===== src/rtl/uart_status_tx_pkg.sv =====
// Shared constants, state encoding and helpers for the status-line transmitter.
package uart_status_tx_pkg;

    localparam int MSG_LEN = 20;
    localparam logic [7:0] ASCII_ZERO = 8'h30;

    typedef enum logic [1:0] {
        IDLE = 2'd0,
        CONV = 2'd1,
        SEND = 2'd2,
        DONE = 2'd3
    } state_t;

    // Fixed characters of "F=dddd A=ddd P=ddd\r\n"; digit positions read as zero.
    function automatic logic [7:0] const_byte(input logic [4:0] idx);
        logic [7:0] b;
        case (idx)
            5'd0:                b = 8'h46;
            5'd1, 5'd8, 5'd14:   b = 8'h3D;
            5'd6, 5'd12:         b = 8'h20;
            5'd7:                b = 8'h41;
            5'd13:               b = 8'h50;
            5'd18:               b = 8'h0D;
            5'd19:               b = 8'h0A;
            default:             b = 8'h00;
        endcase
        return b;
    endfunction

    // One double-dabble iteration on {bcd[15:0], bin[11:0]}: add-3 correction then shift.
    function automatic logic [27:0] dabble_step(input logic [27:0] v);
        logic [27:0] t;
        t = v;
        for (int d = 0; d < 4; d++) begin
            if (t[12 + 4*d +: 4] >= 4'd5) begin
                t[12 + 4*d +: 4] = t[12 + 4*d +: 4] + 4'd3;
            end else begin
                t[12 + 4*d +: 4] = t[12 + 4*d +: 4];
            end
        end
        return {t[26:0], 1'b0};
    endfunction

endpackage


===== src/rtl/uart_status_tx_tx_byte.sv =====
// Single-byte UART serialiser with baud counter; back-to-back frames via ready.
// UART_STATUS_TX_PARITY_EN selects 8E1 framing, otherwise 8N1.
module uart_tx_byte #(
    parameter int BAUD_DIV = 434
) (
    input  logic       clk,
    input  logic       rst,
    input  logic       start,
    input  logic [7:0] data,
    output logic       tx,
    output logic       ready
);

`ifdef UART_STATUS_TX_PARITY_EN
    localparam logic [3:0] LAST_BIT = 4'd10;
`else
    localparam logic [3:0] LAST_BIT = 4'd9;
`endif
    localparam int CW = $clog2(BAUD_DIV);
    localparam logic [CW-1:0] BAUD_LAST = CW'(BAUD_DIV - 1);

    logic          active_r;
    logic [3:0]    bit_r;
    logic [CW-1:0] baud_r;
    logic [7:0]    data_r;
    logic          tx_r;
    logic          bit_end_s;
    logic          next_bit_s;
    logic [3:0]    bit_nx_s;

    assign bit_end_s = active_r && (baud_r == BAUD_LAST);
    assign ready     = bit_end_s && (bit_r == LAST_BIT);
    assign tx        = tx_r;

    // Value of the line for the bit that follows the current one.
    always_comb begin
        bit_nx_s   = bit_r + 4'd1;
        next_bit_s = 1'b1;
        if (bit_nx_s == LAST_BIT) begin
            next_bit_s = 1'b1;
`ifdef UART_STATUS_TX_PARITY_EN
        end else if (bit_nx_s == 4'd9) begin
            next_bit_s = ^data_r;
`endif
        end else begin
            next_bit_s = data_r[bit_nx_s[2:0] - 3'd1];
        end
    end

    // Frame sequencing; the line is left at stop level between frames.
    always_ff @(posedge clk or posedge rst) begin
        if (rst) begin
            active_r <= 1'b0;
            bit_r    <= 4'd0;
            baud_r   <= '0;
            data_r   <= 8'd0;
            tx_r     <= 1'b1;
        end else if (start) begin
            active_r <= 1'b1;
            bit_r    <= 4'd0;
            baud_r   <= '0;
            data_r   <= data;
            tx_r     <= 1'b0;
        end else if (bit_end_s) begin
            baud_r <= '0;
            if (bit_r == LAST_BIT) begin
                active_r <= 1'b0;
            end else begin
                bit_r <= bit_nx_s;
                tx_r  <= next_bit_s;
            end
        end else if (active_r) begin
            baud_r <= baud_r + CW'(1);
        end
    end

endmodule


===== src/rtl/uart_status_tx.sv =====
// Snapshots freq/amp/phase on report and transmits "F=dddd A=ddd P=ddd\r\n".
// Define UART_STATUS_TX_PARITY_EN for even-parity (8E1) frames.
module uart_status_tx
    import uart_status_tx_pkg::*;
#(
    parameter int CLK_FREQ = 50_000_000,
    parameter int BAUD     = 115200,
    parameter int BAUD_DIV = (CLK_FREQ + BAUD / 2) / BAUD
) (
    input  logic        clk,
    input  logic        rst,
    input  logic        report,
    input  logic [11:0] state_freq,
    input  logic [7:0]  state_amp,
    input  logic [7:0]  state_phase,
    output logic        tx,
    output logic        busy,
    output logic        done
);

    state_t      state_r, state_nx_s;
    logic [15:0] f_bcd_r, a_bcd_r, p_bcd_r;
    logic [11:0] f_bin_r, a_bin_r, p_bin_r;
    logic [3:0]  conv_r;
    logic [4:0]  idx_r;
    logic        first_r, busy_r, done_r;
    logic        start_s, ready_s, digit_pos_s;
    logic [3:0]  digit_s;
    logic [7:0]  byte_s;

    assign busy = busy_r;
    assign done = done_r;

    // Next state and byte-launch request.
    always_comb begin
        state_nx_s = state_r;
        start_s    = 1'b0;
        case (state_r)
            IDLE: if (report) state_nx_s = CONV; else state_nx_s = IDLE;
            CONV: if (conv_r == 4'd11) state_nx_s = SEND; else state_nx_s = CONV;
            SEND: begin
                if (ready_s && (idx_r == 5'(MSG_LEN))) begin
                    state_nx_s = DONE;
                end else if (first_r || ready_s) begin
                    start_s = 1'b1;
                end else begin
                    state_nx_s = SEND;
                end
            end
            DONE:    state_nx_s = IDLE;
            default: state_nx_s = IDLE;
        endcase
    end

    // Byte mux: BCD digit as ASCII at digit positions, ROM constant elsewhere.
    always_comb begin
        digit_s     = 4'd0;
        digit_pos_s = 1'b1;
        case (idx_r)
            5'd2:    digit_s = f_bcd_r[15:12];
            5'd3:    digit_s = f_bcd_r[11:8];
            5'd4:    digit_s = f_bcd_r[7:4];
            5'd5:    digit_s = f_bcd_r[3:0];
            5'd9:    digit_s = a_bcd_r[11:8];
            5'd10:   digit_s = a_bcd_r[7:4];
            5'd11:   digit_s = a_bcd_r[3:0];
            5'd15:   digit_s = p_bcd_r[11:8];
            5'd16:   digit_s = p_bcd_r[7:4];
            5'd17:   digit_s = p_bcd_r[3:0];
            default: digit_pos_s = 1'b0;
        endcase
        if (digit_pos_s) begin
            byte_s = ASCII_ZERO + {4'd0, digit_s};
        end else begin
            byte_s = const_byte(idx_r);
        end
    end

    // State register, snapshot, conversion and line sequencing.
    always_ff @(posedge clk or posedge rst) begin
        if (rst) begin
            state_r <= IDLE;
            f_bcd_r <= 16'd0;
            a_bcd_r <= 16'd0;
            p_bcd_r <= 16'd0;
            f_bin_r <= 12'd0;
            a_bin_r <= 12'd0;
            p_bin_r <= 12'd0;
            conv_r  <= 4'd0;
            idx_r   <= 5'd0;
            first_r <= 1'b0;
            busy_r  <= 1'b0;
            done_r  <= 1'b0;
        end else begin
            state_r <= state_nx_s;
            done_r  <= (state_r == SEND) && (state_nx_s == DONE);
            case (state_r)
                IDLE: begin
                    if (report) begin
                        f_bin_r <= state_freq;
                        a_bin_r <= {4'd0, state_amp};
                        p_bin_r <= {4'd0, state_phase};
                        f_bcd_r <= 16'd0;
                        a_bcd_r <= 16'd0;
                        p_bcd_r <= 16'd0;
                        conv_r  <= 4'd0;
                        busy_r  <= 1'b1;
                    end
                end
                CONV: begin
                    {f_bcd_r, f_bin_r} <= dabble_step({f_bcd_r, f_bin_r});
                    {a_bcd_r, a_bin_r} <= dabble_step({a_bcd_r, a_bin_r});
                    {p_bcd_r, p_bin_r} <= dabble_step({p_bcd_r, p_bin_r});
                    conv_r <= conv_r + 4'd1;
                    if (conv_r == 4'd11) begin
                        first_r <= 1'b1;
                        idx_r   <= 5'd0;
                    end
                end
                SEND: begin
                    if (start_s) begin
                        idx_r   <= idx_r + 5'd1;
                        first_r <= 1'b0;
                    end
                    if (state_nx_s == DONE) begin
                        busy_r <= 1'b0;
                    end
                end
                DONE:    ;
                default: ;
            endcase
        end
    end

    uart_tx_byte #(.BAUD_DIV(BAUD_DIV)) u_tx_byte (
        .clk   (clk),
        .rst   (rst),
        .start (start_s),
        .data  (byte_s),
        .tx    (tx),
        .ready (ready_s)
    );

endmodule

===== config.mk =====
export PLATFORM = sky130hd
export DESIGN_NAME = uart_status_tx
export DESIGN_NICKNAME = d
export VERILOG_FILES = /design/src/rtl/uart_status_tx_pkg.sv /design/src/rtl/uart_status_tx_tx_byte.sv /design/src/rtl/uart_status_tx.sv
export SDC_FILE = /design/constraint.sdc
export NUM_CORES = 1
export LEC_CHECK = 0
export CORE_MARGIN = 2
export CORE_UTILIZATION = 45
export DETAILED_ROUTE_END_ITERATION = 10
export PLACE_DENSITY = 0.62
export SLEW_MARGIN = 10
export SYNTH_ARGS = -nofsm -noshare
export SYNTH_HDL_FRONTEND = slang
export SYNTH_SLANG_ARGS = --single-unit
export TNS_END_PERCENT = 10

===== constraint.sdc =====
create_clock -name clk -period 7.7 [get_ports clk]
set_input_delay 1.155 -clock clk [delete_from_list [all_inputs] [get_ports clk]]
set_output_delay 1.155 -clock clk [all_outputs]
set_load 0.03 [all_outputs]

# [After elaboration in Yosys (flattened, before gate mapping)]
# Memories as Yosys holds them, arrays and structs flattened.
# Index checks and enable logic that the tools add are counted.
[totals] reg_bits=121 latchBits=0 ramBits=0 rom_bits=224 out_inout_bits=3 memories=1
[mem_list] memory="(name not given)" words=32 width=7 read_ports=1 rd_ports_with_merged_regs=0 write_ports=0 line_no="uart_status_tx_pkg.sv:17" text="case (idx)"
[op_classes] addsub=18 multipliers=0 n_div=0 magnitude_cmp=13 n_eq_ne=24 shifts=0 mux=59 n_bitwise=0 reduce_logical=18
[op_table] op="16-bit one-hot mux with 2 select lines" count=3
[op_table] op="12-bit one-hot mux with 2 select lines" count=3
[op_table] op="4-bit two-way mux" count=13
[op_table] op="4-bit by 3-bit greater-or-equal comparator with 1-bit output, second input constant" count=12
[op_table] op="4-bit one-hot mux with 10 select lines" count=1
[op_table] op="4-bit by 2-bit adder with 4-bit output, second input constant" count=9
[op_table] op="12-bit two-way mux" count=3
[op_table] op="9-bit two-way mux" count=3
[op_table] op="5-bit by 4-bit equality test with 1-bit output, second input constant" count=4
[op_table] op="1-bit two-way mux" count=17
[op_table] op="16-bit two-way mux" count=1
[op_table] op="5-bit equality test, second input constant" count=3
[op_table] op="4-bit equality test, second input constant" count=3
[op_table] op="5-bit by 2-bit equality test with 1-bit output, second input constant" count=2
[op_table] op="5-bit by 3-bit equality test with 1-bit output, second input constant" count=2
[op_table] op="5-bit two-way mux" count=2
[op_table] op="5-bit one-hot mux with 2 select lines" count=1
[op_table] op="2-bit nonzero test" count=5
[op_table] op="10-bit OR reduction" count=1
[op_table] op="3-bit by 2-bit adder with 3-bit output, second input constant" count=3
[op_table] op="9-bit by 1-bit adder with 9-bit output, second input constant" count=1
[op_table] op="9-bit equality test, second input constant" count=1
[op_table] op="3-bit two-way mux" count=3
[op_table] op="4-bit by 1-bit adder with 4-bit output, second input constant" count=2
[op_table] op="20 further kinds" count=34

# [Depth between registers and ports, before layout]
# Gate-level depths: netlist of the first run.
[logic_depth] ltp_word=10 ltp_mapped=10

# [Modules after synthesis]
# A second synthesis of the first run with hierarchy kept.
[hier_totals] hier_cells=675 area_unflattened_um2=6416.2
[modules_own_cells] mod="uart_status_tx" instances=1 cells_per_inst=563 area_each_um2=5190.0 seq_area_each_um2=2252.2
[modules_own_cells] mod="uart_tx_byte" instances=1 cells_per_inst=112 area_each_um2=1226.2 seq_area_each_um2=576.8

# [Worst setup path before layout of the first run]
# No wires, ideal clock.
[synth_timing] path_kind="flip-flop to flip-flop" from="register idx_r[3]" to="register u_tx_byte.data_r[1]" setup_time_ps=81 arrival_ps=2158 required_time_ps=7619 path_slack_ps=5460 stages_incl_launch_ff=10 cell_sequence="dfrtp_1 > buf_2 > buf_2 > buf_2 > and3_1 > ha_1 > a221oi_4 > o21ai_2 > or3_1 > a31oi_2"
[synth_between] elab_chain_cells=4 elab_cells_between_ends=20
[synth_rtl] item="start, declared" line_no="uart_status_tx.sv:25" text="logic [4:0] idx_r;"
[synth_rtl] item="start signal, assigned" line_no="uart_status_tx.sv:122" text="idx_r <= idx_r + 5'd1;"
[synth_rtl] item="5-bit equality test (tied with other cells)" line_no="uart_status_tx.sv:59" text="case (idx_r)"
[synth_rtl] item="4-bit one-hot mux with 10 select lines (tied with other cells)" line_no="uart_status_tx.sv:59"
[synth_rtl] item="6-bit by 4-bit adder with 7-bit output (tied with other cells)" line_no="uart_status_tx.sv:73" text="byte_s = ASCII_ZERO + {4'd0, digit_s};"
[synth_rtl] item="8-bit two-way mux or 1-bit two-way mux (tied branches)" line_no="uart_status_tx.sv:72, uart_status_tx.sv:38"
[synth_rtl] item="end signal, assigned" line_no="uart_status_tx_tx_byte.sv:62" text="data_r <= data;"
[synth_rtl] item="end, declared" line_no="uart_status_tx_tx_byte.sv:25" text="logic [7:0] data_r;"
# Parallel ways exist; a longest one is shown, timed or not.
# A chain may end at the register's enable or synchronous reset.

# [Worst setup path in the final report of the first run]
[layout_timing] from="input report" to="register f_bin_r[0]"
[layout_between] elab_chain_cells=2
[layout_rtl] item="start, declared" line_no="uart_status_tx.sv:12" text="input logic report,"
[layout_rtl] item="2-bit != test (no source line)"
[layout_rtl] item="2-bit AND reduction (no source line)"
[layout_rtl] item="end signal, assigned" line_no="uart_status_tx.sv:100" text="f_bin_r <= state_freq;"
[layout_rtl] item="end signal, assigned" line_no="uart_status_tx.sv:111" text="{f_bcd_r, f_bin_r} <= dabble_step({f_bcd_r, f_bin_r});"
[layout_rtl] item="end, declared" line_no="uart_status_tx.sv:23" text="logic [11:0] f_bin_r, a_bin_r, p_bin_r;"
# Every way passes these cells.

==> flow_metrics.py, run 1 <==
metrics = {
    "finish": {
        "design_area_sq_mm": 0.007044,
        "fill_cells": 1267,
        "nNetsFinal": 737,
        "diodes": 0,
        "final_layout_size_suffix_gt1_share_pct": 6.627,
        "final_common_cell": "dfrtp_1",
        "final_cell_mix": "111 x dfrtp_1, 59 x a21oi_1, 57 x o21ai_0",
        "syn2layout_area_growth_pct": 11.26,
    },
    "sta": {
        "tns_ns": 0,
        "slew_viol_final": 0,
        "setup_viol": 0,
        "relSlewSlack_pct": 31.62,
        "worst_slack_ns": 4.480,
        "rsz0062_at_grt": "no",
        "hold_viol": 0,
        "fmax_mhz": 310.5,
        "fin_crit_sh_pct": 41.82,
        "fin_worst_skew_ns": 0.009217,
        "layout_min_cycle_time_ns": 3.220,
        "tightest_slew_ns": 1.006,
    },
    "setup_path": {
        "crit_arrival_ns": 3.52,
        "cp-start-kind": "input pin",
        "crit_path_end_kind": "register",
        "ff2ff_path_depth": 6,
        "r2r_start": "u_tx_byte.bit_r[0]$_DFFE_PP0P_",
        "path_max_fanout": 27,
        "worstPathRequired_ns": 8.00,
        "rr_endpoint": "idx_r[3]$_DFFE_PP0P_",
        "r2r_slack_ns": 5.06,
        "crit_type": "input pin to register",
    },
    "clocking": {
        "post_cts_resized": 0,
        "cts.reportedPaths.clkPinSlew_ns": 0.08,
        "ctsRootBufferMaster": "clkbuf_16",
        "clock-sinks": 112,
        "postCtsHoldBufs": 0,
        "cts_setup_buffers": 0,
        "htreeDepth": 3,
        "clock_latency_ns": 0.35,
        "cts_buffers": 9,
        "clk_path_buf_depth": 2,
        "cts_tree": "yes",
    },
    "drt": {
        "wl_mm": 14.34,
        "first_pass_iters": 5,
        "drt_iter0_markers": 375,
        "vias": 4876,
        "vias_per_cell": 5.676,
        "ant_nets": 0,
        "wire_per_inst_um": 16.69,
        "drc": 0,
    },
    "grt": {
        "grt_pass1_vias": 4794,
        "antenna_found_initial": 0,
        "grt_pass1_wl_mm": 24.05,
        "grt_overflow": 0,
        "grt_util_all_layers_pct": 20.16,
        "grt_max_degree": 69,
    },
    "yosys": {
        "avgSynthCellArea_sq_um": 9.478,
        "synth_area_sq_mm": 0.006331,
        "ys_seq_elements": 112,
        "synth.top_cell.area_share_pct": 43.87,
        "yosys_warnings": 0,
        "yosys-top-cells-area": "dfrtp_1 44%, ha_1 6.3%, a21oi_1 4.7%, o21ai_0 4.5%, nand2_1 3.1%",
        "synth-edff-count": 0,
        "synthFlopType": "dfrtp_1",
        "syn_inst": 668,
        "synth_cell_types": 57,
        "synthesis.nets": 731,
        "seq_area_frac_synth_pct": 44.29,
        "synth.largest_area_cell": "dfrtp_1",
        "async_flop_share_pct": 100.0,
    },
    "floorplanning": {
        "start_util_pct": 45.79,
        "die_area_sq_mm": 0.01503,
        "die_w_um": 122.6,
        "die_y_um": 122.6,
        "io_pins": 34,
        "rows": 43,
        "core_area_sq_mm": 0.01383,
    },
    "placed_design": {
        "place_area_sq_mm": 0.006753,
        "dp_hpwl_mm": 9.786,
        "dp_worst_setup_slack_ns": 4.097,
        "port_buffers": 33,
        "place.gp.congestion": 0.8791,
    },
    "pwr": {
        "power.total_w": 0.001488,
        "p_leak_nw": 3.087,
        "power_switching_w": 0.0004581,
        "p_int_w": 0.001030,
        "power_density_mw_per_mm2": 211.2,
        "combPwrFrac_pct": 20.3,
        "seqPwrFrac_pct": 48.9,
        "p_sw_share_pct": 30.79,
        "p_clk_share_pct": 30.9,
        "vdd_drop_max_mv": 0.1403,
    },
    "min_path": {
        "min_path_cells": 2,
        "hold-path-endpoint": "a_bin_r[5]$_DFFE_PP0P_",
        "hold_path_class": "register to register",
        "min-delay-start": "a_bin_r[5]$_DFFE_PP0P_",
    },
    "job": {
        "cap_violations": 0,
    },
    "run_status": {
        "status": "completed",
    },
}
cell families after synthesis:
| kind of cell | count (synthesis) | synth area share, % |
|---|---|---|
| buffers and inverters | 77 | 4.960 |
| XOR/XNOR | 27 | 3.735 |
| adder cells (fa/ha/maj) | 32 | 6.324 |
| flip-flops | 112 | 44.29 |
| AO/OA/AOI/OAI | 214 | 21.64 |
| AND/OR/NAND/NOR | 194 | 16.80 |
| multiplexers | 12 | 2.253 |
how the worst max path moves through the flow:
stage                     startpoint                     end  slack [ns]  depth (start not counted)
after floorplan                  rst  a_bcd_r[0]$_DFFE_PP0P_        3.59                          1
after global placement        report  p_bin_r[0]$_DFFE_PP0P_        4.24                          4
after detailed placement      report  a_bin_r[0]$_DFFE_PP0P_        4.10                          4
after CTS                     report  a_bin_r[0]$_DFFE_PP0P_        4.50                          4
after global routing          report  f_bin_r[0]$_DFFE_PP0P_        4.28                          4
final                         report  f_bin_r[0]$_DFFE_PP0P_        4.48                          4
registers in the layout, indices dropped and copies added, names as in the netlist, 5 cells and up:
signal            flops
a_bin_r              12
idx_r                 5
u_tx_byte.data_r      7
f_bin_r              12
f_bcd_r              16
u_tx_byte.baud_r      9
a_bcd_r              12
p_bin_r              12
p_bcd_r              12
final cells by class:
cell class	count	area [sq um]	share of cell area, %
timing repair buffer	40	382.9	5.435
clock buffer	11	252.7	3.588
multi-input combinational	479	3218	45.68
sequential	112	2804	39.80
clock inverter	5	38.79	0.5506
tap	180	225.2	3.197
inverter	32	122.6	1.741
Yosys cell counts, drive strengths merged (3+ instances only):
library cell,number
ha,32
o21ai,60
a32o,10
a31oi,5
xnor2,17
nand2b,16
o31ai,11
a211oi,4
o22ai,13
nand3,14
nor2,39
inv,32
nand4,12
or2,4
and3b,15
nor2b,17
a22o,12
dfrtp,111
and3,6
nand3b,3
nand2,53
xor2,10
buf,14
o32ai,7
a22oi,21
a32oi,3
o21a,3
a21oi,59
clkbuf,31
nor3,4
mux2,5
mux2i,6
worst max-delay path, stage by stage:
cell             delay (ns)
clkdlybuf4s50_1        1.00
nor2b_1                0.81
nor2b_1                0.37
a22o_1                 0.17
power by group through the flow:
stage               logic [W]  clock network [W]  registers, W
floorplan            0.000240                  0      0.000712
CTS                  0.000304           0.000477      0.000726
global route         0.000344           0.000502      0.000739
finish               0.000302           0.000459      0.000727
global placement     0.000291                  0      0.000735
detailed placement   0.000302                  0      0.000737
per-stage QoR:
step	instances	hold WS, ns	util (%)
6_report	859	0.4814	50.95
2_1_floorplan	668	0.4380	-
3_5_place_dp	843	0.4618	48.84
5_1_grt	859	0.5184	50.95
3_3_place_gp	843	0.4603	48.84
4_1_cts	859	0.4851	50.95
layer usage:
layer	GRT usage (%)	share of wire, %	up-vias
met4	5.172	1.1	0
met3	4.229	2.6	13
met2	31.77	48	65
li1	-	-	2412
met5	0	0	-
met1	28.37	48	2386
(Power assumes the default switching activity.)
==> run 2, diff against run 1 <==
==> constraint.sdc (replaced) <==
create_clock -name clk -period 3.36 [get_ports clk]
set_input_delay 0.504 -clock clk [delete_from_list [all_inputs] [get_ports clk]]
set_output_delay 0.504 -clock clk [all_outputs]
set_load 0.03 [all_outputs]
==> run 2 against run 1 <==
- die area is the same
- final cell count grew 0.81%
- via count increased by 3.3%
- clock power increased by 150%
- worst setup slack worse by 3.5 ns
- core utilization grew 0.73 points
- worst hold slack better by 0.0038 ns
- register-to-register slack got worse by 4.1 ns
- power is 140% higher
- first-iteration DRC count down 26%
- non-clock buffer count up 7
==> flow_metrics.py, run 2 (synthesis results as in run 1) <==
metrics = {
    "finish": {
        "final_cell_mix": "111 x dfrtp_1, 59 x a21oi_1, 57 x o21ai_0",
        "largest_reg_flops": 16,
        "final_layout_size_suffix_gt1_share_pct": 7.580,
        "layout.area.seq_sq_mm": 0.002804,
        "syn2layout_area_growth_pct": 12.87,
        "diodes": 0,
        "nNetsFinal": 744,
        "fill_cells": 1261,
        "regMostFlops": "f_bcd_r",
        "utilization_pct": 51.68,
        "multiInputGateArea_sq_mm": 0.003218,
        "instances_no_fill": 866,
        "final_common_cell": "dfrtp_1",
    },
    "floorplanning": {
        "die_y_um": 122.6,
        "start_util_pct": 45.79,
        "io_pins": 34,
        "die_area_sq_mm": 0.01503,
        "die_w_um": 122.6,
        "core_area_sq_mm": 0.01383,
        "rows": 43,
    },
    "drt": {
        "wire_per_inst_um": 16.79,
        "wl_mm": 14.54,
        "ant_nets": 0,
        "vias": 5036,
        "vias_per_cell": 5.815,
        "drc": 0,
        "drt_iter0_markers": 277,
        "first_pass_iters": 4,
    },
    "sta": {
        "fin_crit_sh_pct": 71.32,
        "setup_viol": 0,
        "tightest_slew_ns": 0.7990,
        "rsz0062_at_grt": "no",
        "tns_ns": 0,
        "slew_viol_final": 0,
        "fmax_mhz": 417.3,
        "worst_slack_ns": 0.9638,
        "hold_viol": 0,
        "relSlewSlack_pct": 46.73,
        "fin_worst_skew_ns": 0.01272,
        "layout_min_cycle_time_ns": 2.396,
    },
    "clocking": {
        "cts_buffers": 9,
        "clock_latency_ns": 0.36,
        "htreeDepth": 3,
        "clock-sinks": 112,
        "post_cts_resized": 0,
        "postCtsHoldBufs": 0,
        "ctsRootBufferMaster": "clkbuf_16",
        "cts_setup_buffers": 0,
        "clk_path_buf_depth": 2,
        "cts.reportedPaths.clkPinSlew_ns": 0.08,
        "cts_tree": "yes",
    },
    "job": {
        "cap_violations": 0,
    },
    "grt": {
        "met2_usage_pct": 32.53,
        "grt_util_all_layers_pct": 20.76,
        "grt_overflow": 0,
        "met3_usage_pct": 3.253,
        "grt_max_degree": 43,
        "grt.busiest_layer": "met2",
        "antenna_found_initial": 0,
        "grt_pass1_wl_mm": 24.86,
        "grt_util_met1_pct": 28.97,
        "grt_pass1_vias": 4989,
    },
    "setup_path": {
        "crit_path_end_kind": "register",
        "r2r_slack_ns": 0.96,
        "rr_endpoint": "u_tx_byte.data_r[1]$_DFFE_PP0N_",
        "r2r_start": "idx_r[1]$_DFFE_PP0P_",
        "worstPathRequired_ns": 3.64,
        "crit_type": "register to register",
        "path_max_fanout": 12,
        "crit_arrival_ns": 2.67,
        "ff2ff_path_depth": 7,
        "cp-start-kind": "register",
    },
    "placed_design": {
        "dp_hpwl_mm": 10.15,
        "dp.cells": 850,
        "dp_worst_setup_slack_ns": 1.018,
        "port_buffers": 33,
        "place.gp.congestion": 0.8575,
    },
    "min_path": {
        "min-delay-start": "a_bin_r[6]$_DFFE_PP0P_",
        "hold-path-endpoint": "a_bin_r[6]$_DFFE_PP0P_",
        "min_path_cells": 2,
        "hold_path_class": "register to register",
    },
    "pwr": {
        "p_leak_nw": 3.140,
        "vdd_drop_max_mv": 0.2605,
        "power.total_w": 0.003514,
        "power_density_mw_per_mm2": 491.8,
    },
    "run_status": {
        "status": "completed",
    },
}
-- run 2: cell count changes in the layout (fill, tap and decap cells not counted) --
cell	change
clkbuf_8	-2
inv_8	+1
inv_4	-1
inv_6	+1
bufinv_16	+1
buf_4	+5
clkinv_8	+1
clkinv_4	-1
buf_12	+2
-- run 2: power by group --
group / leakage (nW) / internal, W / switching [W]
Combinational: 1.55 / 0.000331 / 0.000373
Sequential: 1.44 / 0.00149 / 0.000192
Clock: 0.155 / 0.000596 / 0.000535
-- run 2: worst max path at each step --
stage / start / endpoint / slack, ns
after floorplan: idx_r[3]$_DFFE_PP0P_ / u_tx_byte.data_r[1]$_DFFE_PP0N_ / 1.12
after detailed placement: idx_r[1]$_DFFE_PP0P_ / u_tx_byte.data_r[1]$_DFFE_PP0N_ / 1.02
final: idx_r[1]$_DFFE_PP0P_ / u_tx_byte.data_r[1]$_DFFE_PP0N_ / 0.96
after global placement: idx_r[1]$_DFFE_PP0P_ / u_tx_byte.data_r[1]$_DFFE_PP0N_ / 1.10
after CTS: idx_r[1]$_DFFE_PP0P_ / u_tx_byte.data_r[1]$_DFFE_PP0N_ / 0.99
after global routing: idx_r[1]$_DFFE_PP0P_ / u_tx_byte.data_r[1]$_DFFE_PP0N_ / 0.81
-- run 2: area by class of cell --
type / instances / share of cell area [%]
clock inverters: 7 / 1.243
flip-flops and latches: 112 / 39.24
clock buffers: 9 / 3.152
well taps: 180 / 3.152
repair buffers: 47 / 6.444
multi-input cells: 479 / 45.04
inverters: 32 / 1.734
-- run 2: per-stage QoR --
stage | instance area (sq um) | hold WS (ns)
global route | 7146 | 0.5161
CTS | 7146 | 0.4901
floorplan | 6335 | 0.4380
global placement | 6832 | 0.4645
detailed placement | 6832 | 0.4707
finish | 7146 | 0.4853
-- run 2: metal layers --
layer  vias to the layer above  wire length [um]
met5                         -                 0
met3                        24               460
met2                       109              6982
met4                         0               303
li1                       2426                 -
met1                      2477              6791
-- run 2: worst max-delay path, stage by stage (launching register included) --
cell	delay, ns
dfrtp_1	0.47
inv_1	0.10
ha_1	0.35
a211o_1	0.38
a221oi_4	0.35
o21ai_2	0.12
or3_1	0.37
a31oi_2	0.16
==> run 3, diff against run 2 <==
--- a/config.mk
+++ b/config.mk
@@ -8,7 +8,7 @@
 export CORE_MARGIN = 2
 export CORE_UTILIZATION = 45
 export DETAILED_ROUTE_END_ITERATION = 10
-export PLACE_DENSITY = 0.62
+export PLACE_DENSITY = 0.64
 export SLEW_MARGIN = 10
 export SYNTH_ARGS = -nofsm -noshare
 export SYNTH_HDL_FRONTEND = slang
==> constraint.sdc (replaced) <==
create_clock -name clk -period 2.2 [get_ports clk]
set_input_delay 0.33 -clock clk [delete_from_list [all_inputs] [get_ports clk]]
set_output_delay 0.33 -clock clk [all_outputs]
set_load 0.03 [all_outputs]
==> run 3 against run 2 <==
- maximum frequency is 12% higher
- highest routed layer unchanged
- wire length is 1.6% lower
- die area stayed put
- clock-buffer cell count is 1 higher
- sequential share of layout area is 0.91 points lower
- register-to-register slack worse by 0.90 ns
==> flow_metrics.py, run 3 (synthesis results as in run 1) <==
metrics = {
    "drt": {
        "vias_per_cell": 5.788,
        "ant_nets": 0,
        "drc": 0,
        "vias": 5099,
        "drt_iter0_markers": 360,
        "first_pass_iters": 5,
        "wl_mm": 14.30,
        "wire_per_inst_um": 16.23,
    },
    "grt": {
        "grt_pass1_wl_mm": 24.49,
        "grt_overflow": 0,
        "grt_util_all_layers_pct": 20.40,
        "grt_pass1_vias": 4982,
        "antenna_found_initial": 0,
        "grt_max_degree": 84,
    },
    "clocking": {
        "htreeDepth": 3,
        "cts.reportedPaths.clkPinSlew_ns": 0.08,
        "clk_path_buf_depth": 2,
        "clock_latency_ns": 0.36,
        "ctsRootBufferMaster": "clkbuf_16",
        "cts_tree": "yes",
        "cts_buffers": 9,
        "postCtsHoldBufs": 0,
        "clock-sinks": 112,
    },
    "min_path": {
        "hold_path_class": "input pin to async pin",
    },
    "setup_path": {
        "crit_path_end_kind": "register",
        "path_max_fanout": 4,
        "worstPathRequired_ns": 2.48,
        "crit_chain": "ha_1, and3_1, ha_1, a221oi_4, o21ai_2, or3_1, a31oi_2",
        "crit_type": "register to register",
        "worst_path_max_delay_cell": "dfrtp_1",
        "cp-start-kind": "register",
        "cp_num_buf_inv": 0,
        "crit_path_frequent_cell": "ha_1",
        "max_stage_delay_ns": 0.42,
        "crit_arrival_ns": 2.42,
        "path_delay_family": "simple AND/OR/NAND/NOR gates",
    },
    "floorplanning": {
        "start_util_pct": 45.79,
        "die_area_sq_mm": 0.01503,
        "die_y_um": 122.6,
        "die_w_um": 122.6,
        "io_pins": 34,
        "rows": 43,
        "core_area_sq_mm": 0.01383,
    },
    "placed_design": {
        "place.gp.congestion": 0.8467,
        "dp_hpwl_mm": 9.892,
        "port_buffers": 33,
        "dp_worst_setup_slack_ns": 0.04152,
    },
    "finish": {
        "final_common_cell": "dfrtp_1",
        "nNetsFinal": 759,
        "diodes": 0,
        "largest_reg_flops": 16,
        "final_cell_mix": "111 x dfrtp_1, 59 x a21oi_1, 57 x o21ai_0",
        "regMostFlops": "f_bcd_r",
        "syn2layout_area_growth_pct": 15.53,
        "final_layout_size_suffix_gt1_share_pct": 9.558,
    },
    "pwr": {
        "p_clk_share_pct": 33.5,
        "combPwrFrac_pct": 19.6,
        "seqPwrFrac_pct": 46.8,
        "p_sw_share_pct": 30.31,
        "power_switching_w": 0.001652,
        "p_int_w": 0.003798,
        "power.total_w": 0.005450,
        "p_leak_nw": 3.238,
        "vdd_drop_max_mv": 0.4240,
        "power_density_mw_per_mm2": 745.1,
    },
    "sta": {
        "relSlewSlack_pct": 70.07,
        "hold_viol": 0,
        "worst_slack_ns": 0.06181,
        "slew_viol_final": 0,
        "setup_viol": 0,
        "whs_ns": 0.4507,
        "fmax_mhz": 467.7,
        "layout_min_cycle_time_ns": 2.138,
        "fin_worst_skew_ns": 0.007425,
        "fin_crit_sh_pct": 97.19,
        "tightest_slew_ns": 0.4490,
    },
    "run_status": {
        "status": "completed",
    },
    "job": {
        "cap_violations": 0,
    },
}
-- run 3: cell type report --
type                            count  area, sq um
Clock buffer                       10        229.0
Sequential cell                   112         2804
Clock inverter                      6        100.1
Inverter                           32        123.9
Tap cell                          180        225.2
Multi-Input combinational cell    479         3227
Fill cell                        1227         6513
Timing Repair Buffer               62        605.6
-- run 3: metal layers --
metal / wire length, um / vias to the layer above / track usage [%]
li1: - / 2456 / -
met1: 6786 / 2536 / 28.83
met2: 6847 / 93 / 32.26
met3: 515 / 14 / 4.182
met4: 151 / 0 / 4.813
met5: 0 / - / 0
-- run 3: final timing paths --
kind / slack (ns) / from / depth (start not counted) / end
worst max register to register: 0.06 / idx_r[0]$_DFFE_PP0P_ / 7 / u_tx_byte.data_r[1]$_DFFE_PP0N_
worst min register to register: 0.49 / f_bin_r[11]$_DFFE_PP0P_ / 2 / f_bin_r[11]$_DFFE_PP0P_
min in group clk: 0.49 / f_bin_r[11]$_DFFE_PP0P_ / 2 / f_bin_r[11]$_DFFE_PP0P_
worst max-delay path: 0.06 / idx_r[0]$_DFFE_PP0P_ / 7 / u_tx_byte.data_r[1]$_DFFE_PP0N_
worst min-delay path: 0.45 / rst / 3 / p_bcd_r[9]$_DFFE_PP0P_
max in group asynchronous: 1.39 / rst / 3 / u_tx_byte.baud_r[0]$_DFFE_PP0P_
-- run 3: tightest hold or removal path, cell delays in order --
cell,delay (ns)
clkdlybuf4s50_1,0.44
clkinvlp_4,0.11
buf_12,0.35
-- run 3: power groups by stage --
stage	logic (W)	clock network (W)	registers, W
2_1_floorplan	0.000841	0	0.00249
3_3_place_gp	0.00101	0	0.00258
3_5_place_dp	0.00106	0	0.00258
4_1_cts	0.00107	0.00187	0.00254
5_1_grt	0.00124	0.00197	0.00258
6_report	0.00107	0.00183	0.00255
-- run 3: repair_timing --
item	CTS	global route
setup buffers	0	0
hold endpoints to repair	0	0
setup endpoints to repair	0	5
resized for setup	0	4
-- run 3: stage by stage --
stage | setup TNS (ns) | util [%] | instances | area (sq um)
2_1_floorplan | -0.03967 | - | 668 | 6335
3_3_place_gp | 0 | 50.40 | 865 | 6969
3_5_place_dp | 0 | 50.40 | 865 | 6969
4_1_cts | 0 | 52.78 | 881 | 7298
5_1_grt | -0.01201 | 52.90 | 881 | 7315
6_report | 0 | 52.90 | 881 | 7315
